===== config.mk =====
export PLATFORM = sky130hd
export DESIGN_NAME = dds_signal_generator
export DESIGN_NICKNAME = d
export VERILOG_FILES = /design/src/rtl/dds_signal_generator.sv
export SDC_FILE = /design/constraint.sdc
export NUM_CORES = 1
export LEC_CHECK = 0
export ABC_AREA = 1
export BUFFER_PORTS_ARGS = -buffer_cell sky130_fd_sc_hd__buf_4
export CAP_MARGIN = 10
export CELL_PAD_IN_SITES_DETAIL_PLACEMENT = 0
export CELL_PAD_IN_SITES_GLOBAL_PLACEMENT = 1
export CORE_UTILIZATION = 47
export DETAILED_ROUTE_END_ITERATION = 8
export MAX_ROUTING_LAYER = met4
export PLACE_DENSITY_LB_ADDON = 0.1
export SKIP_LAST_GASP = 1
export SYNTH_ARGS = -nofsm -noshare
export SYNTH_HDL_FRONTEND = slang
export SYNTH_SLANG_ARGS = --single-unit

===== constraint.sdc =====
create_clock -name sys_clk -period 4.95 [get_ports sys_clk]
set_input_delay 0.495 -clock sys_clk [delete_from_list [all_inputs] [get_ports sys_clk]]
set_output_delay 0.495 -clock sys_clk [all_outputs]
set_load 0.005 [all_outputs]

===== src/rtl/dds_signal_generator.sv =====
// DDS waveform generator: 32-bit phase accumulator driving an 8-bit sample stream.
// Sine, square, triangle or sawtooth are chosen by a one-hot select; other codes output zero.
module dds_signal_generator #(
    parameter logic [31:0] FREQ_CTRL  = 32'd42949,
    parameter logic [11:0] PHASE_CTRL = 12'd1024
) (
    input  logic       sys_clk,
    input  logic       sys_rst_n,
    input  logic [3:0] wave_select,
    output logic [7:0] data_out
);

    logic [31:0] acc;
    logic [11:0] addr;
    logic [11:0] tri_addr;
    logic [7:0]  s;
    logic [5:0]  q;
    logic [6:0]  q_mag;
    logic [7:0]  sample_next;

    // Quarter-wave table: round(127*sin(2*pi*j/256)) for j = 0..64.
    function automatic logic [6:0] quarter_sine(input logic [6:0] j);
        logic [6:0] v;
        case (j)
            7'd0:  v = 7'd0;   7'd1:  v = 7'd3;   7'd2:  v = 7'd6;   7'd3:  v = 7'd9;
            7'd4:  v = 7'd12;  7'd5:  v = 7'd16;  7'd6:  v = 7'd19;  7'd7:  v = 7'd22;
            7'd8:  v = 7'd25;  7'd9:  v = 7'd28;  7'd10: v = 7'd31;  7'd11: v = 7'd34;
            7'd12: v = 7'd37;  7'd13: v = 7'd40;  7'd14: v = 7'd43;  7'd15: v = 7'd46;
            7'd16: v = 7'd49;  7'd17: v = 7'd51;  7'd18: v = 7'd54;  7'd19: v = 7'd57;
            7'd20: v = 7'd60;  7'd21: v = 7'd63;  7'd22: v = 7'd65;  7'd23: v = 7'd68;
            7'd24: v = 7'd71;  7'd25: v = 7'd73;  7'd26: v = 7'd76;  7'd27: v = 7'd78;
            7'd28: v = 7'd81;  7'd29: v = 7'd83;  7'd30: v = 7'd85;  7'd31: v = 7'd88;
            7'd32: v = 7'd90;  7'd33: v = 7'd92;  7'd34: v = 7'd94;  7'd35: v = 7'd96;
            7'd36: v = 7'd98;  7'd37: v = 7'd100; 7'd38: v = 7'd102; 7'd39: v = 7'd104;
            7'd40: v = 7'd106; 7'd41: v = 7'd107; 7'd42: v = 7'd109; 7'd43: v = 7'd111;
            7'd44: v = 7'd112; 7'd45: v = 7'd113; 7'd46: v = 7'd115; 7'd47: v = 7'd116;
            7'd48: v = 7'd117; 7'd49: v = 7'd118; 7'd50: v = 7'd120; 7'd51: v = 7'd121;
            7'd52: v = 7'd122; 7'd53: v = 7'd122; 7'd54: v = 7'd123; 7'd55: v = 7'd124;
            7'd56: v = 7'd125; 7'd57: v = 7'd125; 7'd58: v = 7'd126; 7'd59: v = 7'd126;
            7'd60: v = 7'd126; 7'd61: v = 7'd127; 7'd62: v = 7'd127; 7'd63: v = 7'd127;
            default: v = 7'd127;
        endcase
        return v;
    endfunction

    always_comb begin
        sample_next = 8'd0;
        s           = 8'(addr >> 4);
        q           = s[5:0];
        // Odd quadrants read the table mirrored; the upper half is the negated lobe.
        q_mag       = quarter_sine(s[6] ? (7'd64 - {1'b0, q}) : {1'b0, q});
        tri_addr    = addr[11] ? ~addr : addr;
        case (wave_select)
            4'b0001: sample_next = s[7] ? (8'd128 - {1'b0, q_mag}) : (8'd128 + {1'b0, q_mag});
            4'b0010: sample_next = addr[11] ? 8'd0 : 8'd255;
            4'b0100: sample_next = 8'(tri_addr >> 3);
            4'b1000: sample_next = s;
            default: sample_next = 8'd0;
        endcase
    end

    always_ff @(posedge sys_clk) begin
        if (!sys_rst_n) begin
            acc      <= 32'd0;
            addr     <= 12'd0;
            data_out <= 8'd0;
        end else begin
            acc      <= acc + FREQ_CTRL;
            addr     <= acc[31:20] + PHASE_CTRL;
            data_out <= sample_next;
        end
    end

endmodule


==> parameters.txt <==
Parameter                              Value

Placement
  Port Buffer Count    13
  Routability congestion estimate    0.878
  HPWL after detailed placement    5290 um

CTS
  Number of resized instances in the post-cts repair step    0
  Clock slew at reported path FFs    approximately 0.10 ns
  Clock insertion delay at the later pin of the skew report    0.30 ns
  CTS Buf Count    5
  Setup repair bufs after CTS    0
  TritonCTS clock tree    yes
  Post-CTS Hold Buffers    0
  Maximum clock insertion buffer count    2
  Root buffer cell    clkbuf_8
  Number of clock sinks    slightly below 50
  # H-tree levels    2

Min path
  Min-Delay Path Class    reg2reg
  Count of cells along the worst hold path    2

Timing
  Slew @ Worst Pin    0.862 ns
  Summed negative setup slack over all endpoints    0 ns
  Final max-slew violation count    0
  Worst Hold Slack    0.436 ns
  Max-slew headroom    a little over two fifths
  Final setup violation count    0
  Setup repair after global routing missed its margin    no
  Share of the clock period used by the worst path    57.2%
  Fin Clk Skew    approximately 0.012 ns
  Final period demand of the worst path    roughly 2.8 ns
  Final count of hold timing violations    0
  Highest achievable clock rate    between 300 and 400 MHz

Cells and area
  Commonest non-fill, non-tap cells in the layout    nand2_1, inv_1, dfxtp_1
  NumNets Final    ~500
  Final core utilization    ~52%
  Most frequent standard cell in the layout excluding fill and tap cells    nand2_1
  Synthesis-to-finish area growth    7.43%
  Share of cells above drive strength 1    11.4%
  Diodes inserted    0

Yosys
  Average cell area after synthesis    ~6.5 um^2
  Gate count after technology mapping    between 400 and 500
  Synthesized Nets    486
  Synth warnings    0
  Register bit total from synthesis    49
  Area of the mapped netlist    0.00310 mm^2
  Top cells by area in the synthesized netlist    dfxtp_1, nand2_1, nand3_1, inv_1, a21oi_1
  Sequential area share after synthesis    approximately a third
  Synth unique cells    39
  Area fraction of the dominant cell type after synthesis    31.7%
  Dominant cell type by area after synthesis    dfxtp_1

Route
  Number of violations reported at the end of detailed-routing iteration 0    120
  Wire per inst    ~13 um
  Routed via count    about 3000
  Count of unresolved DRC violations after routing    0
  Iteration count of the initial detailed-routing pass    5
  Number of nets with antenna violations after detailed routing    0
  Routed wire length    7060 um
  Number of vias per cell after detailed routing    5.33

Worst setup path
  Critical path's top delay family    simple AND/OR/NAND/NOR gates
  Critical Path AT    roughly 3 ns
  R2R cell count    18
  Critical Path Fanout Max    10
  CP most frequent cell    nand2_1
  Critical path type    reg2reg
  Critical path's slowest cell    dfxtp_1
  Cell-by-cell listing of the critical path    inv_2 > ha_1 > nand2_1 > nand2_1 > ha_1 > nor2_1 > nand2_1 > nand3_1 > nand2_1 > nand2_1 > nand3_2 > nor2_2 > nand2_2 > nand2_4 > nand2_1 > nand2_1 > nand3_1 > a21oi_1
  Worst path buffer plus inverter count    1
  CP required    approximately 5.2 ns
  Path length in cells of the critical path    18
  Maximum cell stage delay along the critical path    around 0.45 ns
  Type of element capturing the critical path    flop
  Startpoint type of the worst setup path    flop

Floorplanning
  Floorplan die width    slightly above 80 um
  Std-Cell Rows    29
  Effective utilization at floorplan    between 40% and 50%
  I/O Pins    14
  Area of the core    about 0.0063 mm^2
  Chip height    around 83 um
  Die Outline Area    0.00692 mm^2

Run
  Max Cap Viol    0

Pwr
  Worst voltage drop across the vdd grid    roughly 170 uV
  Final total power    between 700 and 800 uW
  Power density normalized to cell area    237 mW/mm^2
  P_leak    between 0.001 and 0.0015 uW

GRT
  Initial antenna violation count    0
  Number of global-route vias before repair    approximately 2900
  Wire length of the first global-routing pass    roughly 13000 um
  Global route overflow    0
  Maximum number of pins on one net before global-route repair    31
  Total Routing Usage GR    22.5%

Run status
  Run status    finished, final reports clean
[metrics by stage]
step                      cells  setup WS (ns)  instance area (um^2)
after floorplan             474           2.55                  3100
after global placement      553           2.17                  3210
after detailed placement    553           2.14                  3210
after CTS                   561           2.11                  3330
after global routing        561           1.81                  3330
final                       561           2.12                  3330
[sequential cells by signal, indices dropped and copies added, names as in the netlist]
register  cells
data_out      8
acc          32
addr          9
[worst min-delay path: stages, from the launching register on]
cell and delay, ns:
dfxtp_1 0.32, nand2_1 0.05, inv_1 0.03
[cells by family after synthesis]
family	count (synthesis)	synth area share [%]
AO/OA/AOI/OAI	90	16.5
XOR/XNOR	4	1.13
adder cells (fa/ha/maj)	6	2.42
buffers and inverters	72	9.98
flip-flops	49	31.7
AND/OR/NAND/NOR	253	38.3
[area by class of cell]
class	instances	area (um^2)
inverter	60	225
sequential	49	981
tap	77	96.3
clock buffer	5	68.8
fill	663	3020
timing repair buffer	14	105
multi-input combinational	353	1810
clock inverter	3	43.8
[synthesized netlist by cell type, drive strengths merged]
cell type / count
nor4: 5
and2: 1
nand4: 9
xnor2: 2
nor3b: 1
xor2: 2
nand2: 132
nand3b: 3
o21bai: 1
a31oi: 1
a21oi: 42
a41oi: 1
inv: 60
nor2: 48
a221oi: 3
a211oi: 4
nand3: 47
ha: 6
dfxtp: 49
o21ai: 33
clkbuf: 5
o21a: 4
nor3: 7
a21boi: 1
buf: 7
[per-layer routing]
layer / GRT usage, % / vias to the layer above / share of wire [%]
li1: - / 1574 / -
met4: 8.46 / 0 / 2.1
met1: 27.0 / 1360 / 47
met3: 2.78 / 13 / 1.9
met5: - / - / 0
met2: 38.5 / 41 / 49
[power by group]
group	total [uW]	switching (uW)	leakage [uW]	internal [uW]
Clock	289	137	0.0000585	152
Sequential	428	15.1	0.000400	413
Combinational	72.3	44.0	0.000988	28.3
Total	789	196	0.00145	593
[path summary, 6_finish.rpt]
check           from           to  slack, ns
min reg2reg  acc[29]      addr[9]       0.44
min          acc[29]      addr[9]       0.44
max reg2reg  addr[4]  data_out[5]       2.12
max          addr[4]  data_out[5]       2.12
No activity file was read; power rests on OpenSTA's default activity.
